`src/rtl/mem_pkg.sv`:
```
// Shared definitions for the M-stage memory access unit.
// Contents: access op encodings, unit FSM states, byte-enable constants,
// and helpers deriving byte enables, store/load kind and alignment of an access.
package mem_pkg;

  typedef enum logic [2:0] {
    OP_LW  = 3'd0,
    OP_LH  = 3'd1,
    OP_LHU = 3'd2,
    OP_LB  = 3'd3,
    OP_LBU = 3'd4,
    OP_SW  = 3'd5,
    OP_SH  = 3'd6,
    OP_SB  = 3'd7
  } op_e;

  typedef enum logic [1:0] {
    ST_IDLE = 2'd0,
    ST_REQ  = 2'd1,
    ST_WAIT = 2'd2,
    ST_DONE = 2'd3
  } state_e;

  localparam logic [3:0] BE_NONE    = 4'b0000;
  localparam logic [3:0] BE_WORD    = 4'b1111;
  localparam logic [3:0] BE_HALF_LO = 4'b0011;
  localparam logic [3:0] BE_HALF_HI = 4'b1100;
  localparam logic [3:0] BE_BYTE0   = 4'b0001;

  function automatic logic is_store(input op_e op);
    return (op == OP_SW) || (op == OP_SH) || (op == OP_SB);
  endfunction

  function automatic logic [3:0] byteen_of(input op_e op, input logic [1:0] addr_lo);
    case (op)
      OP_SW:   return BE_WORD;
      OP_SH:   return addr_lo[1] ? BE_HALF_HI : BE_HALF_LO;
      OP_SB:   return BE_BYTE0 << addr_lo;
      default: return BE_NONE;
    endcase
  endfunction

  function automatic logic misaligned(input op_e op, input logic [1:0] addr_lo);
    case (op)
      OP_LW, OP_SW:        return addr_lo != 2'b00;
      OP_LH, OP_LHU, OP_SH: return addr_lo[0];
      default:             return 1'b0;
    endcase
  endfunction

endpackage

```
`src/rtl/mem_access_unit_if.sv`:
```
// Word-organised data memory port between the access unit and memory.
// master (access unit): drives mem_req/we/addr/byteen/wdata/wpc,
//                       receives mem_gnt/rvalid/rdata.
// slave  (memory):      the reverse.
interface mem_access_unit_if;
  logic        mem_req;
  logic        mem_we;
  logic [31:0] mem_addr;
  logic [3:0]  mem_byteen;
  logic [31:0] mem_wdata;
  logic [31:0] mem_wpc;
  logic        mem_gnt;
  logic        mem_rvalid;
  logic [31:0] mem_rdata;

  modport master (
    output mem_req, mem_we, mem_addr, mem_byteen, mem_wdata, mem_wpc,
    input  mem_gnt, mem_rvalid, mem_rdata
  );

  modport slave (
    input  mem_req, mem_we, mem_addr, mem_byteen, mem_wdata, mem_wpc,
    output mem_gnt, mem_rvalid, mem_rdata
  );
endinterface

```
`src/rtl/mem_access_unit_load_extend.sv`:
```
// load_extend: picks the addressed byte/half out of a read word and
// sign- or zero-extends it according to the load op.
// Ports: word (read word), addr_lo (address bits [1:0]), op (load op),
//        result (extended load data; LW and non-load ops pass the word).
module load_extend
  import mem_pkg::*;
(
  input  logic [31:0] word,
  input  logic [1:0]  addr_lo,
  input  op_e         op,
  output logic [31:0] result
);

  logic [7:0]  byte_sel;
  logic [15:0] half_sel;

  always_comb begin
    byte_sel = word[{addr_lo, 3'b000} +: 8];
    half_sel = word[{addr_lo[1], 4'b0000} +: 16];
    case (op)
      OP_LB:   result = {{24{byte_sel[7]}}, byte_sel};
      OP_LBU:  result = {24'h0, byte_sel};
      OP_LH:   result = {{16{half_sel[15]}}, half_sel};
      OP_LHU:  result = {16'h0, half_sel};
      default: result = word;
    endcase
  end

endmodule

```
`src/rtl/mem_access_unit.sv`:
```
// mem_access_unit: M-stage load/store initiator. Accepts one access per
// req_valid/req_ready handshake, issues it on the memory port, waits for
// grant (and read data for loads), then pulses resp_valid with extended
// load data. Stalls the pipeline while busy; aborts with bus_err after
// MAX_WAIT cycles in REQ+WAIT.
// Ports: clk, reset (async active-low); req_valid/req_ready/req_op/req_addr/
//        req_wdata/req_pc (pipeline request); mem (memory port, master side);
//        resp_valid/resp_rdata/bus_err (completion); stall.
// Build option: MEM_ALIGN_CHECK_EN - misaligned LW/SW/LH/LHU/SH complete
//        with bus_err without issuing a memory request.
module mem_access_unit
  import mem_pkg::*;
#(
  parameter int unsigned MAX_WAIT = 255
) (
  input  logic               clk,
  input  logic               reset,
  input  logic               req_valid,
  output logic               req_ready,
  input  logic [2:0]         req_op,
  input  logic [31:0]        req_addr,
  input  logic [31:0]        req_wdata,
  input  logic [31:0]        req_pc,
  mem_access_unit_if.master  mem,
  output logic               resp_valid,
  output logic [31:0]        resp_rdata,
  output logic               bus_err,
  output logic               stall
);

  state_e      state_q, state_d;
  logic [7:0]  cnt_q, cnt_d;
  logic        err_q, err_d;
  logic [31:0] rdata_q, rdata_d;
  op_e         op_q;
  logic [31:0] addr_q, wdata_q, pc_q;
  logic [3:0]  be_q;
  logic        we_q;
  logic        accept;
  logic        complete;
  logic [31:0] ext_data;
  op_e         op_in;

  assign op_in = op_e'(req_op);

  load_extend u_load_extend (
    .word    (mem.mem_rdata),
    .addr_lo (addr_q[1:0]),
    .op      (op_q),
    .result  (ext_data)
  );

  always_comb begin
    state_d  = state_q;
    cnt_d    = cnt_q;
    err_d    = err_q;
    rdata_d  = rdata_q;
    accept   = 1'b0;
    complete = 1'b0;
    case (state_q)
      ST_IDLE: begin
        if (req_valid) begin
          accept  = 1'b1;
          err_d   = 1'b0;
          rdata_d = '0;
          cnt_d   = '0;
`ifdef MEM_ALIGN_CHECK_EN
          if (misaligned(op_in, req_addr[1:0])) begin
            state_d = ST_DONE;
            err_d   = 1'b1;
          end else begin
            state_d = ST_REQ;
          end
`else
          state_d = ST_REQ;
`endif
        end
      end
      ST_REQ, ST_WAIT: begin
        // Completion wins over timeout when both land in the same cycle.
        if (state_q == ST_REQ) begin
          complete = mem.mem_gnt && (we_q || mem.mem_rvalid);
        end else begin
          complete = mem.mem_rvalid;
        end
        if (complete) begin
          state_d = ST_DONE;
          rdata_d = we_q ? '0 : ext_data;
        end else if (cnt_q == 8'(MAX_WAIT - 1)) begin
          state_d = ST_DONE;
          err_d   = 1'b1;
          rdata_d = '0;
        end else begin
          cnt_d = cnt_q + 8'd1;
          if (state_q == ST_REQ && mem.mem_gnt) begin
            state_d = ST_WAIT;
          end
        end
      end
      ST_DONE: begin
        state_d = ST_IDLE;
        err_d   = 1'b0;
      end
      default: state_d = ST_IDLE;
    endcase
  end

  always_ff @(posedge clk or negedge reset) begin
    if (!reset) begin
      state_q <= ST_IDLE;
      cnt_q   <= '0;
      err_q   <= 1'b0;
      rdata_q <= '0;
      op_q    <= OP_LW;
      addr_q  <= '0;
      wdata_q <= '0;
      pc_q    <= '0;
      be_q    <= '0;
      we_q    <= 1'b0;
    end else begin
      state_q <= state_d;
      cnt_q   <= cnt_d;
      err_q   <= err_d;
      rdata_q <= rdata_d;
      if (accept) begin
        op_q    <= op_in;
        addr_q  <= req_addr;
        wdata_q <= req_wdata;
        pc_q    <= req_pc;
        be_q    <= byteen_of(op_in, req_addr[1:0]);
        we_q    <= is_store(op_in);
      end
    end
  end

  assign mem.mem_req    = (state_q == ST_REQ);
  assign mem.mem_we     = we_q;
  assign mem.mem_addr   = addr_q;
  assign mem.mem_byteen = be_q;
  assign mem.mem_wdata  = wdata_q;
  assign mem.mem_wpc    = pc_q;

  assign req_ready  = (state_q == ST_IDLE);
  assign resp_valid = (state_q == ST_DONE);
  assign resp_rdata = rdata_q;
  assign bus_err    = err_q;
  assign stall      = (req_valid && !req_ready) ||
                      (state_q == ST_REQ) || (state_q == ST_WAIT);

endmodule

```
`src/flat_wrapper.sv`:
```
// flat-port wrapper written by rule: the top's interface ports become plain ports
module mem_access_unit_flat import mem_pkg::*;
#(
  parameter int unsigned MAX_WAIT = 255
)
  (clk, reset, req_valid, req_ready, req_op, req_addr, req_wdata, req_pc, resp_valid, resp_rdata, bus_err, stall, mem_mem_req, mem_mem_we, mem_mem_addr, mem_mem_byteen, mem_mem_wdata, mem_mem_wpc, mem_mem_gnt, mem_mem_rvalid, mem_mem_rdata);
  mem_access_unit_if mem_i ();
  input  logic clk;
  input  logic reset;
  input  logic req_valid;
  output logic req_ready;
  input  logic [2:0] req_op;
  input  logic [31:0] req_addr;
  input  logic [31:0] req_wdata;
  input  logic [31:0] req_pc;
  output logic resp_valid;
  output logic [31:0] resp_rdata;
  output logic bus_err;
  output logic stall;
  output wire logic [$bits(mem_i.mem_req)-1:0] mem_mem_req;
  output wire logic [$bits(mem_i.mem_we)-1:0] mem_mem_we;
  output wire logic [$bits(mem_i.mem_addr)-1:0] mem_mem_addr;
  output wire logic [$bits(mem_i.mem_byteen)-1:0] mem_mem_byteen;
  output wire logic [$bits(mem_i.mem_wdata)-1:0] mem_mem_wdata;
  output wire logic [$bits(mem_i.mem_wpc)-1:0] mem_mem_wpc;
  input wire logic [$bits(mem_i.mem_gnt)-1:0] mem_mem_gnt;
  input wire logic [$bits(mem_i.mem_rvalid)-1:0] mem_mem_rvalid;
  input wire logic [$bits(mem_i.mem_rdata)-1:0] mem_mem_rdata;
  assign mem_mem_req = mem_i.mem_req;
  assign mem_mem_we = mem_i.mem_we;
  assign mem_mem_addr = mem_i.mem_addr;
  assign mem_mem_byteen = mem_i.mem_byteen;
  assign mem_mem_wdata = mem_i.mem_wdata;
  assign mem_mem_wpc = mem_i.mem_wpc;
  assign mem_i.mem_gnt = mem_mem_gnt;
  assign mem_i.mem_rvalid = mem_mem_rvalid;
  assign mem_i.mem_rdata = mem_mem_rdata;
  mem_access_unit #(.MAX_WAIT(MAX_WAIT)) u_core (.clk(clk), .reset(reset), .req_valid(req_valid), .req_ready(req_ready), .req_op(req_op), .req_addr(req_addr), .req_wdata(req_wdata), .req_pc(req_pc), .mem(mem_i), .resp_valid(resp_valid), .resp_rdata(resp_rdata), .bus_err(bus_err), .stall(stall));
endmodule
```
`config.mk`:
```
export PLATFORM = sky130hd
export DESIGN_NAME = mem_access_unit_flat
export DESIGN_NICKNAME = d
export VERILOG_FILES = /design/src/rtl/mem_pkg.sv /design/src/rtl/mem_access_unit_if.sv /design/src/rtl/mem_access_unit_load_extend.sv /design/src/rtl/mem_access_unit.sv /design/src/flat_wrapper.sv
export SDC_FILE = /design/constraint.sdc
export NUM_CORES = 1
export LEC_CHECK = 0
export CAP_MARGIN = 20
export CORE_MARGIN = 2
export CORE_UTILIZATION = 47
export CTS_BUF_LIST = sky130_fd_sc_hd__clkbuf_4 sky130_fd_sc_hd__clkbuf_8 sky130_fd_sc_hd__clkbuf_16
export CTS_CLUSTER_DIAMETER = 40
export DETAILED_ROUTE_END_ITERATION = 16
export PLACE_DENSITY_LB_ADDON = 0.12
export SYNTH_ARGS = -nofsm -noshare
export SYNTH_HDL_FRONTEND = slang
export SYNTH_SLANG_ARGS = --single-unit
```
`constraint.sdc`:
```
create_clock -name clk -period 6.9 [get_ports clk]
set_clock_uncertainty 0.2 [all_clocks]
set_input_delay 2.07 -clock clk [delete_from_list [all_inputs] [get_ports clk]]
set_output_delay 2.07 -clock clk [all_outputs]
set_load 0.01 [all_outputs]
```
==> results of run 1 <==
==> where the power goes <==
| part | leakage (nW) | internal, mW | switching [mW] |
|---|---|---|---|
| clock network | 0.285 | 0.561 | 0.363 |
| logic | 2.07 | 1.30 | 1.08 |
| registers | 1.82 | 1.26 | 0.275 |
| total | 4.18 | 3.12 | 1.71 |
==> registers in the layout, summed over array words and instances (netlist names) <==
signal                 cells
u_core.mem.mem_wpc        32
u_core.cnt_q               8
u_core.state_q             2
u_core.bus_err             1
u_core.mem.mem_we          1
u_core.mem.mem_wdata      32
u_core.resp_rdata         32
u_core.mem.mem_addr       32
u_core.op_q                3
u_core.mem.mem_byteen      4
==> area by class of cell <==
class | count | area (sq um)
Fill cell | 957 | 3790
Sequential cell | 147 | 3680
Timing Repair Buffer | 277 | 2770
Multi-Input combinational cell | 316 | 2720
Clock buffer | 22 | 469
Tap cell | 180 | 225
Inverter | 41 | 154
Clock inverter | 10 | 126
==> Yosys cell counts, types with 2 or more instances <==
master,number
a21boi_0,2
a21oi_1,14
a221o_1,2
a31oi_1,2
buf_1,4
buf_2,14
buf_4,2
buf_6,3
clkbuf_1,11
dfrtp_1,147
ha_1,6
inv_1,41
mux2_2,107
nand2_1,21
nand2b_1,10
nand3_1,3
nand3b_1,7
nor2_1,35
nor2b_1,6
nor3_1,3
nor3_2,2
o211ai_1,6
o21a_1,2
o21ai_0,5
o22ai_1,9
o311ai_0,8
o32a_1,7
o32ai_1,20
o32ai_2,10
or2_2,3
==> through the flow <==
step | hold WS [ns] | std cells | util
6_report | 0.275 | 993 | 0.728
5_1_grt | 0.320 | 993 | 0.728
3_3_place_gp | 0.268 | 960 | 0.684
4_1_cts | 0.282 | 993 | 0.728
3_5_place_dp | 0.267 | 961 | 0.686
2_1_floorplan | 0.309 | 538 | -
==> worst max path at each step <==
stage                   start     to  slack [ns]  depth (start not counted)
global route        req_valid  stall        1.21                          4
finish              req_valid  stall        1.25                          4
CTS                 req_valid  stall        1.25                          4
floorplan           req_valid  stall        2.39                          2
detailed placement  req_valid  stall        1.25                          4
global placement    req_valid  stall        1.26                          4
==> layer usage <==
metal / vias to the layer above / global-route usage / part of all wire
li1: 2457 / - / -
met3: 35 / 0.114 / 0.11
met4: 0 / 0.0845 / 0.020
met1: 2681 / 0.299 / 0.37
met5: - / 0 / 0
met2: 246 / 0.440 / 0.51
==> worst max-delay path, delay by kind of cell <==
kind / cells / cell delay [ns]
AO/OA/AOI/OAI: 1 / 0.09
buffers and inverters: 2 / 1.14
AND/OR/NAND/NOR: 1 / 0.08
==> cells by family (layout without fill, tap and decap cells) <==
kind of cell | Yosys count | in the layout | synth area share
AO/OA/AOI/OAI | 101 | 101 | 0.130
XOR/XNOR | 1 | 1 | 0.00130
adder cells (fa/ha/maj) | 6 | 6 | 0.0112
buffers and inverters | 75 | 350 | 0.0490
flip-flops | 147 | 147 | 0.547
multiplexers | 109 | 109 | 0.184
AND/OR/NAND/NOR | 99 | 99 | 0.0769
==> qor.yml, run 1 <==
finish:
  layout_common_cells: "clkdlybuf4s50_1 (272), dfrtp_1 (147), mux2_2 (107)"
  diodes: 0
  layout_commonest_cell: "clkdlybuf4s50_1"
  fin_nets: 942
  area_growth_pct: 51.0
  design_area_sq_um: 10100
  drive_gt1_frac: 0.207
worst_setup_path:
  path_cells: "clkdlybuf4s50_1, nand2_1, o211ai_1, clkdlybuf4s50_1"
  path_common_cell: "clkdlybuf4s50_1"
  required_ns: 4.63
  slowest_stage: "clkdlybuf4s50_1"
  cpPeakStageDelay_ns: 0.57
  r2r.worst_path.cells: 6
  critPathKind: "input pin to output pin"
  crit_arrival_ns: 3.38
  r2r_setup_slack_ns: 3.77
  timing.rr.end: "u_core.resp_rdata[16]"
  critPathLaunchType: "input pin"
  r2r-start: "u_core.state_q[1]"
  end_kind: "output pin"
  cp_max_fo: 4
floorplan:
  fp.coreArea_sq_um: 13900
  dieArea_sq_um: 15300
  die_w_um: 124
  die_h_um: 124
  start_util: 0.482
  ios: 274
  fp-row-count: 43
clocking:
  cts_tree: "yes"
  cts_hold_buf: 0
  cts_resized: 0
  htree_num_levels: 4
  post_cts_buffers: 0
  cts.sinks: 147
  insertion_delay_ns: 0.43
  cts_root_buffer: "clkbuf_16"
  clockBufferDepth: 2
  cts_made_buffers: 17
  clkSlewWorstSetupHoldPaths_ns: 0.06
power_and_ir_drop:
  total_power_mw: 4.83
  ir_drop_uv: 257
  leakage_nw: 4.18
  powerDensity_nw_per_um2: 476
grt:
  grt_pass1_vias: 5710
  antenna_found_initial: 0
  grt.total_usage: 0.261
  overflow: 0
  grt_pass1_wl_um: 30100
  grt_max_degree: 93
synth:
  avgSynthCellArea_sq_um: 12.5
  netlist.area_leader.share: 0.547
  ys_seq_elements: 147
  synthFlopType: "dfrtp_1"
  ys_async_sr_fraction: 1.00
  ys_types: 56
  synthTopCellsByArea: "dfrtp_1 (55%), mux2_2 (18%), o32ai_1 (2.6%), o32ai_2 (2.4%), inv_1 (2.3%)"
  ys_seq_area_frac: 0.547
  syn_nets: 680
  yosys_warnings: 0
  synth.largest_area_cell: "dfrtp_1"
  synth_edf_count: 0
  synth_area_sq_um: 6720
  synth_cells: 538
routing:
  drtPass1Iterations: 5
  vias: 5419
  drt_iter0_drc: 549
  drt-total-wl_um: 19700
  drt-vias-per-instance: 5.46
  wl_per_cell_um: 19.9
  remaining_drc_errors: 0
  ant_nets: 0
timing:
  hold_violations: 0
  drv_slew: 0
  maxSlewHeadroom: 0.308
  tightest_slew_ns: 1.04
  fin_ws_ns: 1.25
  fin_crit_ns: 5.65
  rsz0062_at_grt: "no"
  setup_violations: 0
  finalCritPeriodShare: 0.819
  fin_setup_tns_ns: 0
  max_freq_mhz: 177
min_path:
  hp-start: "u_core.mem.mem_byteen[3]"
  hold_path_end: "u_core.mem.mem_byteen[3]"
  hold-path-cell-count: 1
  hold_class: "flop to flop"
outcome:
  status: "complete, no violations"
place:
  dp_slack_ns: 1.25
  dp_hpwl_um: 14200
  gp_congestion: 0.880
  placed_cell_area_sq_um: 9550
  io_buffers: 273
flow_run:
  max_cap_viol_count: 0
Power figures use the tool's default switching activity.
==> run 2: changes to the inputs <==
--- a/config.mk
+++ b/config.mk
@@ -7,7 +7,7 @@
 export LEC_CHECK = 0
 export CAP_MARGIN = 20
 export CORE_MARGIN = 2
-export CORE_UTILIZATION = 47
+export CORE_UTILIZATION = 39
 export CTS_BUF_LIST = sky130_fd_sc_hd__clkbuf_4 sky130_fd_sc_hd__clkbuf_8 sky130_fd_sc_hd__clkbuf_16
 export CTS_CLUSTER_DIAMETER = 40
 export DETAILED_ROUTE_END_ITERATION = 16
==> constraint.sdc (replaced) <==
create_clock -name clk -period 4.9 [get_ports clk]
set_clock_uncertainty 0.2 [all_clocks]
set_input_delay 1.47 -clock clk [delete_from_list [all_inputs] [get_ports clk]]
set_output_delay 1.47 -clock clk [all_outputs]
set_load 0.01 [all_outputs]
==> run 2 against run 1 <==
  * Critical path type unchanged
  * Cell count up 5.1%
  * Worst hold slack better by 0.018 ns
  * Largest power group unchanged
  * Sequential share of layout area down 0.52 points
  * Cell area up 1.4%
  * First-iteration DRC count down 49%
  * Critical endpoint unchanged
  * Die area up 20%
  * Register-to-register slack worse by 1.7 ns
  * Highest routed layer unchanged
  * Non-clock buffer count up 6
==> qor.yml, run 2 (synthesis gave the netlist of run 1 again) <==
outcome:
  status: "complete, no violations"
clocking:
  cts.sinks: 147
  cts_root_buffer: "clkbuf_16"
  post_cts_buffers: 0
  cts_tree: "yes"
  clockBufferDepth: 2
  cts_made_buffers: 17
  clkSlewWorstSetupHoldPaths_ns: 0.06
  htree_num_levels: 4
  cts_hold_buf: 0
  cts_resized: 0
  insertion_delay_ns: 0.42
timing:
  tightest_slew_ns: 0.898
  drv_slew: 0
  fin_ws_ns: 0.444
  rsz0062_at_grt: "no"
  fin_setup_tns_ns: 0
  setup_violations: 0
  fin_crit_ns: 4.46
  maxSlewHeadroom: 0.401
  finalCritPeriodShare: 0.909
  hold_violations: 0
  max_freq_mhz: 224
place:
  gp_congestion: 0.800
  io_buffers: 273
  dp_slack_ns: 0.443
  dp_hpwl_um: 14500
worst_setup_path:
  cp_top_family: "buffers and inverters"
  cp_max_fo: 4
  r2r-start: "u_core.state_q[1]"
  cpPeakStageDelay_ns: 0.58
  crit_buf_inv: 2
  path_cells: "clkdlybuf4s50_1, nand2_1, o211ai_1, clkdlybuf4s50_1"
  critPathLaunchType: "input pin"
  slowest_stage: "clkdlybuf4s50_1"
  crit_arrival_ns: 2.79
  end_kind: "output pin"
  r2r_setup_slack_ns: 2.04
  required_ns: 3.23
  path_common_cell: "clkdlybuf4s50_1"
  startpoint: "req_valid"
  critPathKind: "input pin to output pin"
grt:
  grt_max_degree: 95
  grt_pass1_vias: 5770
  antenna_found_initial: 0
  overflow: 0
  grt_pass1_wl_um: 31000
  grt.total_usage: 0.220
min_path:
  hold_class: "flop to flop"
  hp-start: "u_core.mem.mem_byteen[3]"
routing:
  drtPass1Iterations: 4
  vias: 5364
  drt-vias-per-instance: 5.14
  ant_nets: 0
  drt_iter0_drc: 280
  remaining_drc_errors: 0
  wl_per_cell_um: 18.8
  drt-total-wl_um: 19600
floorplan:
  ios: 274
  fp-row-count: 48
  die_w_um: 135
  start_util: 0.394
  dieArea_sq_um: 18300
  fp.coreArea_sq_um: 17100
  die_h_um: 135
power_and_ir_drop:
  leakage_nw: 4.22
  powerDensity_nw_per_um2: 670
  total_power_mw: 6.90
  ir_drop_uv: 346
finish:
  diodes: 0
  fin_nets: 948
  drive_gt1_frac: 0.214
  layout_common_cells: "clkdlybuf4s50_1 (272), dfrtp_1 (147), mux2_2 (107)"
  multiInputGateArea_sq_um: 2730
  layout_commonest_cell: "clkdlybuf4s50_1"
  seqCellArea_sq_um: 3680
  area_growth_pct: 53.2
  fillers: 1388
flow_run:
  max_cap_viol_count: 0
[run 2: path summary, 6_finish.rpt]
| kind | depth (start not counted) | endpoint |
|---|---|---|
| max | 4 | stall |
| min | 1 | u_core.mem.mem_byteen[3] |
| max reg2reg | 5 | u_core.resp_rdata[10] |
| min reg2reg | 1 | u_core.mem.mem_byteen[3] |
| max in group asynchronous | 2 | u_core.mem.mem_byteen[0] |
| min in group asynchronous | 1 | u_core.cnt_q[7] |
[run 2: cell type report]
cell class              count  area share
clock buffers              19      0.0434
clock inverters            13      0.0168
inverters                  41      0.0149
multi-input cells         316       0.265
flip-flops and latches    147       0.357
well taps                 225      0.0273
repair buffers            283       0.275
[run 2: worst register-to-register path: stages, from the launching register on]
cell	delay (ns)
dfrtp_1	0.44
inv_1	0.09
ha_1	0.73
nor4b_4	0.42
nand2_1	0.43
o32ai_1	0.44
[run 2: stage by stage]
stage,instances,utilization,instance area [sq um],hold slack (ns)
6_report,1044,0.604,10300,0.293
5_1_grt,1044,0.604,10300,0.318
4_1_cts,1044,0.604,10300,0.303
3_5_place_dp,1012,0.567,9680,0.284
3_3_place_gp,1012,0.567,9680,0.269
2_1_floorplan,538,-,6720,0.309
[run 2: routing by layer]
| metal | track usage | up-vias | part of all wire |
|---|---|---|---|
| met1 | 0.256 | 2641 | 0.39 |
| met5 | 0 | - | 0 |
| li1 | - | 2479 | - |
| met3 | 0.0976 | 31 | 0.097 |
| met2 | 0.361 | 213 | 0.49 |
| met4 | 0.0793 | 0 | 0.022 |
[run 2: where the power goes]
| group | internal [mW] | switching [mW] |
|---|---|---|
| logic | 1.85 | 1.54 |
| clock network | 0.831 | 0.543 |
| registers | 1.77 | 0.358 |
